$ cat src/rtl/pdetect_stream_skid.sv
// In-line maskable pattern detector on a valid/ready stream. The match flag rides as
// sideband on the completing beat; a 2-entry skid buffer registers both handshake directions.
module pdetect_stream_skid #(
  parameter int DATA_W  = 8,
  parameter int PAT_LEN = 4,
  parameter int OVERLAP = 1
) (
  input  logic                      i_clk,
  input  logic                      i_rst_n,
  input  logic                      i_enable,
  input  logic [PAT_LEN*DATA_W-1:0] i_pattern,
  input  logic [PAT_LEN*DATA_W-1:0] i_mask,
  input  logic                      i_count_clr,
  input  logic [DATA_W-1:0]         i_m_data,
  input  logic                      i_m_valid,
  output logic                      o_m_ready,
  output logic [DATA_W-1:0]         o_s_data,
  output logic                      o_s_valid,
  output logic                      o_s_match,
  input  logic                      i_s_ready,
  output logic                      o_detected,
  output logic [15:0]               o_match_count
);
  localparam int HW = (PAT_LEN-1)*DATA_W;
  localparam int FW = $clog2(PAT_LEN);
  localparam logic [FW-1:0] FILL_MAX = FW'(PAT_LEN-1);

  logic [HW-1:0]             hist_q, hist_d;
  logic [FW-1:0]             fill_q, fill_d;
  logic                      out_valid_q, out_valid_d;
  logic [DATA_W-1:0]         out_data_q, out_data_d;
  logic                      out_match_q, out_match_d;
  logic                      skid_valid_q, skid_valid_d;
  logic [DATA_W-1:0]         skid_data_q, skid_data_d;
  logic                      skid_match_q, skid_match_d;
  logic                      m_ready_q, m_ready_d;
  logic                      det_q, det_d;
  logic [15:0]               cnt_q, cnt_d;

  logic [PAT_LEN*DATA_W-1:0] window;
  logic                      accept, xfer, match;

  // Oldest history beat sits in the MS slice, matching the pattern layout.
  always_comb begin
    window = {hist_q, i_m_data};
    accept = i_m_valid && m_ready_q;
    xfer   = out_valid_q && i_s_ready;
    match  = accept && i_enable && (fill_q == FILL_MAX) &&
             (((window ^ i_pattern) & i_mask) == '0);
  end

  always_comb begin
    hist_d = hist_q;
    fill_d = fill_q;
    if (accept) begin
      hist_d = window[HW-1:0];
      if (fill_q != FILL_MAX) fill_d = fill_q + FW'(1);
      if (match && (OVERLAP == 0)) fill_d = '0;
    end
    if (!i_enable) fill_d = '0;
  end

  // A beat is only accepted while the skid is empty, so accept and skid-drain never collide.
  always_comb begin
    out_valid_d  = out_valid_q;
    out_data_d   = out_data_q;
    out_match_d  = out_match_q;
    skid_valid_d = skid_valid_q;
    skid_data_d  = skid_data_q;
    skid_match_d = skid_match_q;
    if (xfer) begin
      if (skid_valid_q) begin
        out_data_d   = skid_data_q;
        out_match_d  = skid_match_q;
        skid_valid_d = 1'b0;
      end else begin
        out_valid_d  = 1'b0;
      end
    end
    if (accept) begin
      if (!out_valid_q || xfer) begin
        out_valid_d  = 1'b1;
        out_data_d   = i_m_data;
        out_match_d  = match;
      end else begin
        skid_valid_d = 1'b1;
        skid_data_d  = i_m_data;
        skid_match_d = match;
      end
    end
    m_ready_d = !skid_valid_d;
  end

  always_comb begin
    det_d = match;
    cnt_d = cnt_q;
    if (i_count_clr)                   cnt_d = '0;
    else if (match && cnt_q != 16'hFFFF) cnt_d = cnt_q + 16'd1;
  end

  always_ff @(posedge i_clk or negedge i_rst_n) begin
    if (!i_rst_n) begin
      hist_q       <= '0;
      fill_q       <= '0;
      out_valid_q  <= 1'b0;
      out_data_q   <= '0;
      out_match_q  <= 1'b0;
      skid_valid_q <= 1'b0;
      skid_data_q  <= '0;
      skid_match_q <= 1'b0;
      m_ready_q    <= 1'b0;
      det_q        <= 1'b0;
      cnt_q        <= '0;
    end else begin
      hist_q       <= hist_d;
      fill_q       <= fill_d;
      out_valid_q  <= out_valid_d;
      out_data_q   <= out_data_d;
      out_match_q  <= out_match_d;
      skid_valid_q <= skid_valid_d;
      skid_data_q  <= skid_data_d;
      skid_match_q <= skid_match_d;
      m_ready_q    <= m_ready_d;
      det_q        <= det_d;
      cnt_q        <= cnt_d;
    end
  end

  assign o_m_ready     = m_ready_q;
  assign o_s_data      = out_data_q;
  assign o_s_valid     = out_valid_q;
  assign o_s_match     = out_match_q;
  assign o_detected    = det_q;
  assign o_match_count = cnt_q;

endmodule

$ cat config.mk
export PLATFORM = sky130hd
export DESIGN_NAME = pdetect_stream_skid
export DESIGN_NICKNAME = d
export VERILOG_FILES = /design/src/rtl/pdetect_stream_skid.sv
export SDC_FILE = /design/constraint.sdc
export NUM_CORES = 1
export LEC_CHECK = 0
export CORE_ASPECT_RATIO = 1.5
export CORE_MARGIN = 5
export CORE_UTILIZATION = 39
export DETAILED_ROUTE_END_ITERATION = 8
export PLACE_DENSITY = 0.78
export SLEW_MARGIN = 40
export SYNTH_ARGS = -nofsm -noshare
export SYNTH_HDL_FRONTEND = slang
export SYNTH_SLANG_ARGS = --single-unit
$ cat constraint.sdc
create_clock -name i_clk -period 3.1 [get_ports i_clk]
set_clock_uncertainty 0.05 [all_clocks]
set_input_delay 0.62 -clock i_clk [delete_from_list [all_inputs] [get_ports i_clk]]
set_output_delay 0.62 -clock i_clk [all_outputs]
set_load 0.01 [all_outputs]
==> results.sh, run 1 <==
export IMPL_seq_area_frac_synth=0.469
export IMPL_fin_crit_sh=0.901
export IMPL_wl_met1_um=3780
export IMPL_dieArea_um2=10800
export IMPL_yosys_area_share_simple=0.159
export IMPL_worstMarginPinSlew_ns=0.806
export IMPL_clk_pin_slew_ns=0.05
export IMPL_maxCapViolations=0
export IMPL_path_max_fanout=9
export IMPL_hold_class="input port to async pin"
export IMPL_ctsResizeCount=0
export IMPL_r2r_start="o_match_count[0]$_DFFE_PN0P_"
export IMPL_outcome="completed"
export IMPL_p_int_w=0.00248
export IMPL_async_flop_share=1.00
export IMPL_start_util=0.403
export IMPL_worstReg2RegEnd="o_match_count[5]$_DFFE_PN0P_"
export IMPL_antenna_found_initial=0
export IMPL_ios=106
export IMPL_power_switching_w=0.00104
export IMPL_grt_max_degree=35
export IMPL_drt_iter0_drc=184
export IMPL_yosysUniqueCellTypes=36
export IMPL_reg2reg_depth=7
export IMPL_place_congestion=0.867
export IMPL_area_growth_pct=45.2
export IMPL_grt_ovfl_total=0
export IMPL_setup_violations=0
export IMPL_vdd_drop_max_mv=0.465
export IMPL_synth_edf_count=0
export IMPL_crit_type="input port to flip-flop"
export IMPL_period_needed_ns=2.79
export IMPL_antenna_left=0
export IMPL_drc=0
export IMPL_p_leak_nw=2.09
export IMPL_r2r_slack_ns=0.64
export IMPL_fin_nets=518
export IMPL_first_global_vias=3301
export IMPL_power_density_nw_per_um2=710
export IMPL_maxSlewViolCount=0
export IMPL_vias=3044
export IMPL_power_frac_comb=0.310
export IMPL_dr_wl_met3_um=565
export IMPL_tns_ns=0
export IMPL_power_frac_seq=0.382
export IMPL_cts_root_buf="clkbuf_16"
export IMPL_max_slew_margin_rel=0.461
export IMPL_final_cell_mix="104 x clkdlybuf4s50_1, 64 x dfrtp_1, 37 x mux2_2"
export IMPL_synth_area_per_cell_um2=10.6
export IMPL_synth_mux_area_frac=0.145
export IMPL_netSwitchingFraction=0.295
export IMPL_hold_viol=0
export IMPL_arrival_ns=2.97
export IMPL_ys_ff_latch=64
export IMPL_die_w_um=86.4
export IMPL_max_freq_mhz=358
export IMPL_syn_cell_area_um2=3410
export IMPL_synth_warnings=0
export IMPL_syn_nets=402
export IMPL_grt_pass1_wl_um=16100
export IMPL_clk_path_buf_depth=2
export IMPL_drtPass1Iterations=4
export IMPL_worstSetupStartpointType="input port"
export IMPL_grt_usage=0.191
export IMPL_cts_tree="built"
export IMPL_viasPerCell=5.54
export IMPL_required_ns=3.28
export IMPL_cts_buffers=9
export IMPL_ys_dominant_reg_cell="dfrtp_1"
export IMPL_clk_latency_ns=0.32
export IMPL_cts_setup_buffers=0
export IMPL_io_buffers=105
export IMPL_core_area_um2=8460
export IMPL_finalPower_w=0.00352
export IMPL_hold_buffers=0
export IMPL_synth_xor_xnor_area_share=0.0846
export IMPL_top_layer_used="met4"
export IMPL_clkPwrFrac=0.308
export IMPL_syn_inst=322
export IMPL_hpwlAfterDp_um=7870
export IMPL_utilization=0.586
export IMPL_htree_levels=3
export IMPL_cts_sink_count=64
export IMPL_fillers=730
export IMPL_layout_commonest_cell="clkdlybuf4s50_1"
export IMPL_routed_wl_um=10000
export IMPL_rsz0062_at_grt="no"
export IMPL_wl_per_cell_um=18.3
export IMPL_diodes=0
export IMPL_drive_above_1_share=0.152
export IMPL_endpoint_kind="flip-flop"
export IMPL_wl_met2_um=5520
export IMPL_synth_top_family_by_area="simple AND/OR/NAND/NOR gates"
export IMPL_synthAdderAreaFrac=0.00733
export IMPL_synth_compound_area_frac=0.115
export IMPL_rows=41
export IMPL_die_y_um=125
-- cell families after synthesis --
group | after synthesis
and+or+nand+nor | 102
DFF | 64
adders and majority gates | 2
AOI/OAI and AO/OA | 61
xor gates and xnor gates | 33
muxes | 45
buffers and inverters | 15
-- worst max path at each step --
stage / startpoint / to / depth (start not counted)
after global placement: i_m_data[2] / o_match_count[5]$_DFFE_PN0P_ / 7
after floorplan: i_pattern[19] / o_match_count[15]$_DFFE_PN0P_ / 7
after global routing: i_m_data[5] / o_match_count[5]$_DFFE_PN0P_ / 7
after CTS: i_m_data[5] / o_match_count[5]$_DFFE_PN0P_ / 7
after detailed placement: i_m_data[5] / o_match_count[5]$_DFFE_PN0P_ / 7
final: i_m_data[5] / o_match_count[5]$_DFFE_PN0P_ / 7
-- critical path, cell delays in order --
cell and delay (ns):
clkdlybuf4s50_1 0.50, xor2_1 0.21, a22oi_1 0.29, nand4_1 0.18, or3_1 0.50, or4_1 0.52
a21oi_1 0.16
-- sequential cells by signal, summed over array words and instances (netlist names) --
name and flops:
o_detected 1, o_m_ready 1, o_s_match 1, hist_q 24
skid_data_q 8, skid_valid_q 1, o_match_count 16, o_s_valid 1
skid_match_q 1, o_s_data 8, fill_q 2
-- power by group through the flow --
| stage | clock network (W) | logic (W) | registers, W |
|---|---|---|---|
| 2_1_floorplan | 0 | 0.000639 | 0.00132 |
| 3_3_place_gp | 0 | 0.00105 | 0.00134 |
| 3_5_place_dp | 0 | 0.00109 | 0.00135 |
| 4_1_cts | 0.00110 | 0.00110 | 0.00134 |
| 5_1_grt | 0.00114 | 0.00120 | 0.00138 |
| 6_report | 0.00109 | 0.00109 | 0.00135 |
-- layout make-up --
cell class	count	area (um^2)	share of cell area
inverter	6	22.5	0.00454
clock buffer	12	256	0.0517
sequential	64	1600	0.323
multi-input combinational	243	1750	0.353
timing repair buffer	114	1130	0.228
tap	107	134	0.0270
clock inverter	3	65.1	0.0131
-- cell usage after synthesis (5+ instances only) --
library cell,count,area [um^2]
nand2_1,27,101
mux2_2,37,417
a21oi_1,16,80.1
clkbuf_1,8,30.0
nor2b_1,5,31.3
nor2_1,15,56.3
a22oi_1,19,143
xor2_1,33,289
and3_1,5,31.3
o31ai_1,6,45.0
nand4_1,16,100
mux2i_1,8,80.1
dfrtp_1,64,1600
o21ai_0,12,60.1
inv_1,6,22.5
nand3_1,13,65.1
or4_1,6,45.0
-- metrics by stage --
step / cell area (um^2) / cells / hold WS (ns) / setup slack (ns)
4_1_cts: 4950 / 549 / 0.341 / 0.356
5_1_grt: 4960 / 549 / 0.221 / 0.176
3_3_place_gp: 4630 / 534 / 0.410 / 0.0938
6_report: 4960 / 549 / 0.196 / 0.306
3_5_place_dp: 4630 / 534 / 0.428 / 0.0258
2_1_floorplan: 3410 / 322 / 0.274 / 0.732
-- layer usage --
layer  track usage  vias up
met5             0        -
met4        0.0624        0
met3        0.0424       14
met2         0.351      104
met1         0.212     1506
li1              -     1420
Note: power is estimated with default switching activity, not from simulation.
==> run 2, diff against run 1 <==
--- a/config.mk
+++ b/config.mk
@@ -8,6 +8,7 @@
 export CORE_ASPECT_RATIO = 1.5
 export CORE_MARGIN = 5
 export CORE_UTILIZATION = 39
+export CTS_BUF_LIST = sky130_fd_sc_hd__clkbuf_2 sky130_fd_sc_hd__clkbuf_4 sky130_fd_sc_hd__clkbuf_8
 export DETAILED_ROUTE_END_ITERATION = 8
 export PLACE_DENSITY = 0.78
 export SLEW_MARGIN = 40
==> run 2 against run 1 <==
Non-clock buffer count unchanged. Core utilization fell by 1.2 points. Power down 8.3%. Critical path depth did not move. First-iteration DRC count is 11% lower. Flip-flop and latch count is the same. Sequential share of layout area is 0.65 points higher. Largest cell class unchanged.
==> results.sh, run 2 (synthesis results as in run 1) <==
export IMPL_ios=106
export IMPL_power_frac_comb=0.336
export IMPL_clk_pin_slew_ns=0.07
export IMPL_start_util=0.403
export IMPL_power_density_nw_per_um2=664
export IMPL_grt_ovfl_total=0
export IMPL_die_w_um=86.4
export IMPL_cts_sink_count=64
export IMPL_drt_iter0_drc=163
export IMPL_layout_commonest_cell="clkdlybuf4s50_1"
export IMPL_r2r_slack_ns=0.63
export IMPL_clkPwrFrac=0.250
export IMPL_pre_cts_ws_ns=0.0258
export IMPL_maxCapViolations=0
export IMPL_final_cell_mix="104 x clkdlybuf4s50_1, 64 x dfrtp_1, 37 x mux2_2"
export IMPL_worstSetupStartpointType="input port"
export IMPL_dieArea_um2=10800
export IMPL_drtPass1Iterations=4
export IMPL_cts_root_buf="clkbuf_8"
export IMPL_die_y_um=125
export IMPL_p_leak_nw=2.05
export IMPL_ctsResizeCount=0
export IMPL_power_frac_seq=0.415
export IMPL_dpl_cell_area_um2=4630
export IMPL_hold_viol=0
export IMPL_htree_levels=3
export IMPL_required_ns=3.29
export IMPL_power_switching_w=0.000990
export IMPL_antenna_found_initial=0
export IMPL_max_freq_mhz=360
export IMPL_routed_wl_um=9760
export IMPL_grt_max_degree=35
export IMPL_regMostFlops="hist_q"
export IMPL_io_buffers=105
export IMPL_setup_violations=0
export IMPL_fin_nets=518
export IMPL_fin_area_um2=4860
export IMPL_path_cells="clkdlybuf4s50_1 -> xor2_1 -> a22oi_1 -> nand4_1 -> or3_1 -> or4_1 -> a21oi_1"
export IMPL_grt_usage=0.188
export IMPL_r2r_start="o_match_count[0]$_DFFE_PN0P_"
export IMPL_worstReg2RegEnd="o_match_count[5]$_DFFE_PN0P_"
export IMPL_tns_ns=0
export IMPL_cts_tree="built"
export IMPL_hold_class="input port to async pin"
export IMPL_worstMarginPinSlew_ns=0.806
export IMPL_netSwitchingFraction=0.307
export IMPL_fillers=733
export IMPL_drive_above_1_share=0.154
export IMPL_core_area_um2=8460
export IMPL_fin_crit_sh=0.895
export IMPL_first_global_vias=3283
export IMPL_largest_register_ffs=24
export IMPL_place_congestion=0.867
export IMPL_cts_buffers=9
export IMPL_crit_type="input port to flip-flop"
export IMPL_rows=41
export IMPL_fin_ws_ns=0.324
export IMPL_hpwlAfterDp_um=7870
export IMPL_p_int_w=0.00224
export IMPL_crit_path_max_incr_delay_ns=0.52
export IMPL_antenna_left=0
export IMPL_maxSlewViolCount=0
export IMPL_wl_per_cell_um=17.8
export IMPL_cts_setup_buffers=0
export IMPL_hold_buffers=0
export IMPL_outcome="completed"
export IMPL_timing_hold_ws_ns=0.176
export IMPL_viasPerCell=5.51
export IMPL_area_growth_pct=42.3
export IMPL_max_slew_margin_rel=0.461
export IMPL_vdd_drop_max_mv=0.441
export IMPL_finalPower_w=0.00323
export IMPL_arrival_ns=2.96
export IMPL_endpoint_kind="flip-flop"
export IMPL_clk_path_buf_depth=2
export IMPL_vias=3023
export IMPL_drc=0
export IMPL_clk_latency_ns=0.33
export IMPL_slowest_stage="or4_1"
export IMPL_path_max_fanout=9
export IMPL_diodes=0
export IMPL_period_needed_ns=2.78
export IMPL_grt_pass1_wl_um=15800
export IMPL_rsz0062_at_grt="no"
export IMPL_reg2reg_depth=7
-- run 2: power groups by stage --
stage / clock, W / sequential (W) / combinational (W)
2_1_floorplan: 0 / 0.00132 / 0.000639
3_3_place_gp: 0 / 0.00134 / 0.00105
3_5_place_dp: 0 / 0.00135 / 0.00109
4_1_cts: 0.000820 / 0.00134 / 0.00109
5_1_grt: 0.000859 / 0.00138 / 0.00120
6_report: 0.000807 / 0.00134 / 0.00108
-- run 2: how the worst max path moves through the flow --
stage / from / to / slack, ns / depth (start not counted)
after floorplan: i_pattern[19] / o_match_count[15]$_DFFE_PN0P_ / 0.73 / 7
after global placement: i_m_data[2] / o_match_count[5]$_DFFE_PN0P_ / 0.09 / 7
after detailed placement: i_m_data[5] / o_match_count[5]$_DFFE_PN0P_ / 0.03 / 7
after CTS: i_m_data[5] / o_match_count[5]$_DFFE_PN0P_ / 0.38 / 7
after global routing: i_m_data[5] / o_match_count[5]$_DFFE_PN0P_ / 0.20 / 7
final: i_m_data[5] / o_match_count[5]$_DFFE_PN0P_ / 0.32 / 7
-- run 2: metrics by stage --
stage,utilization,std cells
after floorplan,-,322
after global placement,0.547,534
after detailed placement,0.547,534
after CTS,0.574,549
after global routing,0.574,549
final,0.574,549
-- run 2: final cells by class --
cell class,instances,area (um^2),area share
multi-input cells,243,1750,0.360
flip-flops and latches,64,1600,0.330
repair buffers,114,1130,0.232
clock buffers,12,159,0.0327
well taps,107,134,0.0275
clock inverters,3,65.1,0.0134
inverters,6,22.5,0.00463
-- run 2: worst max-delay path, delay by kind of cell --
kind                   cells  cell delay (ns)
buffers and inverters      1             0.50
XOR/XNOR                   1             0.20
AO/OA/AOI/OAI              2             0.45
AND/OR/NAND/NOR            3             1.20
-- run 2: routing by layer --
metal / share of wire / track usage / up-vias / routed length [um]
li1: - / - / 1422 / -
met1: 0.38 / 0.210 / 1483 / 3690
met2: 0.55 / 0.344 / 104 / 5360
met3: 0.055 / 0.0377 / 14 / 533
met4: 0.018 / 0.0615 / 0 / 176
met5: 0 / 0 / - / 0
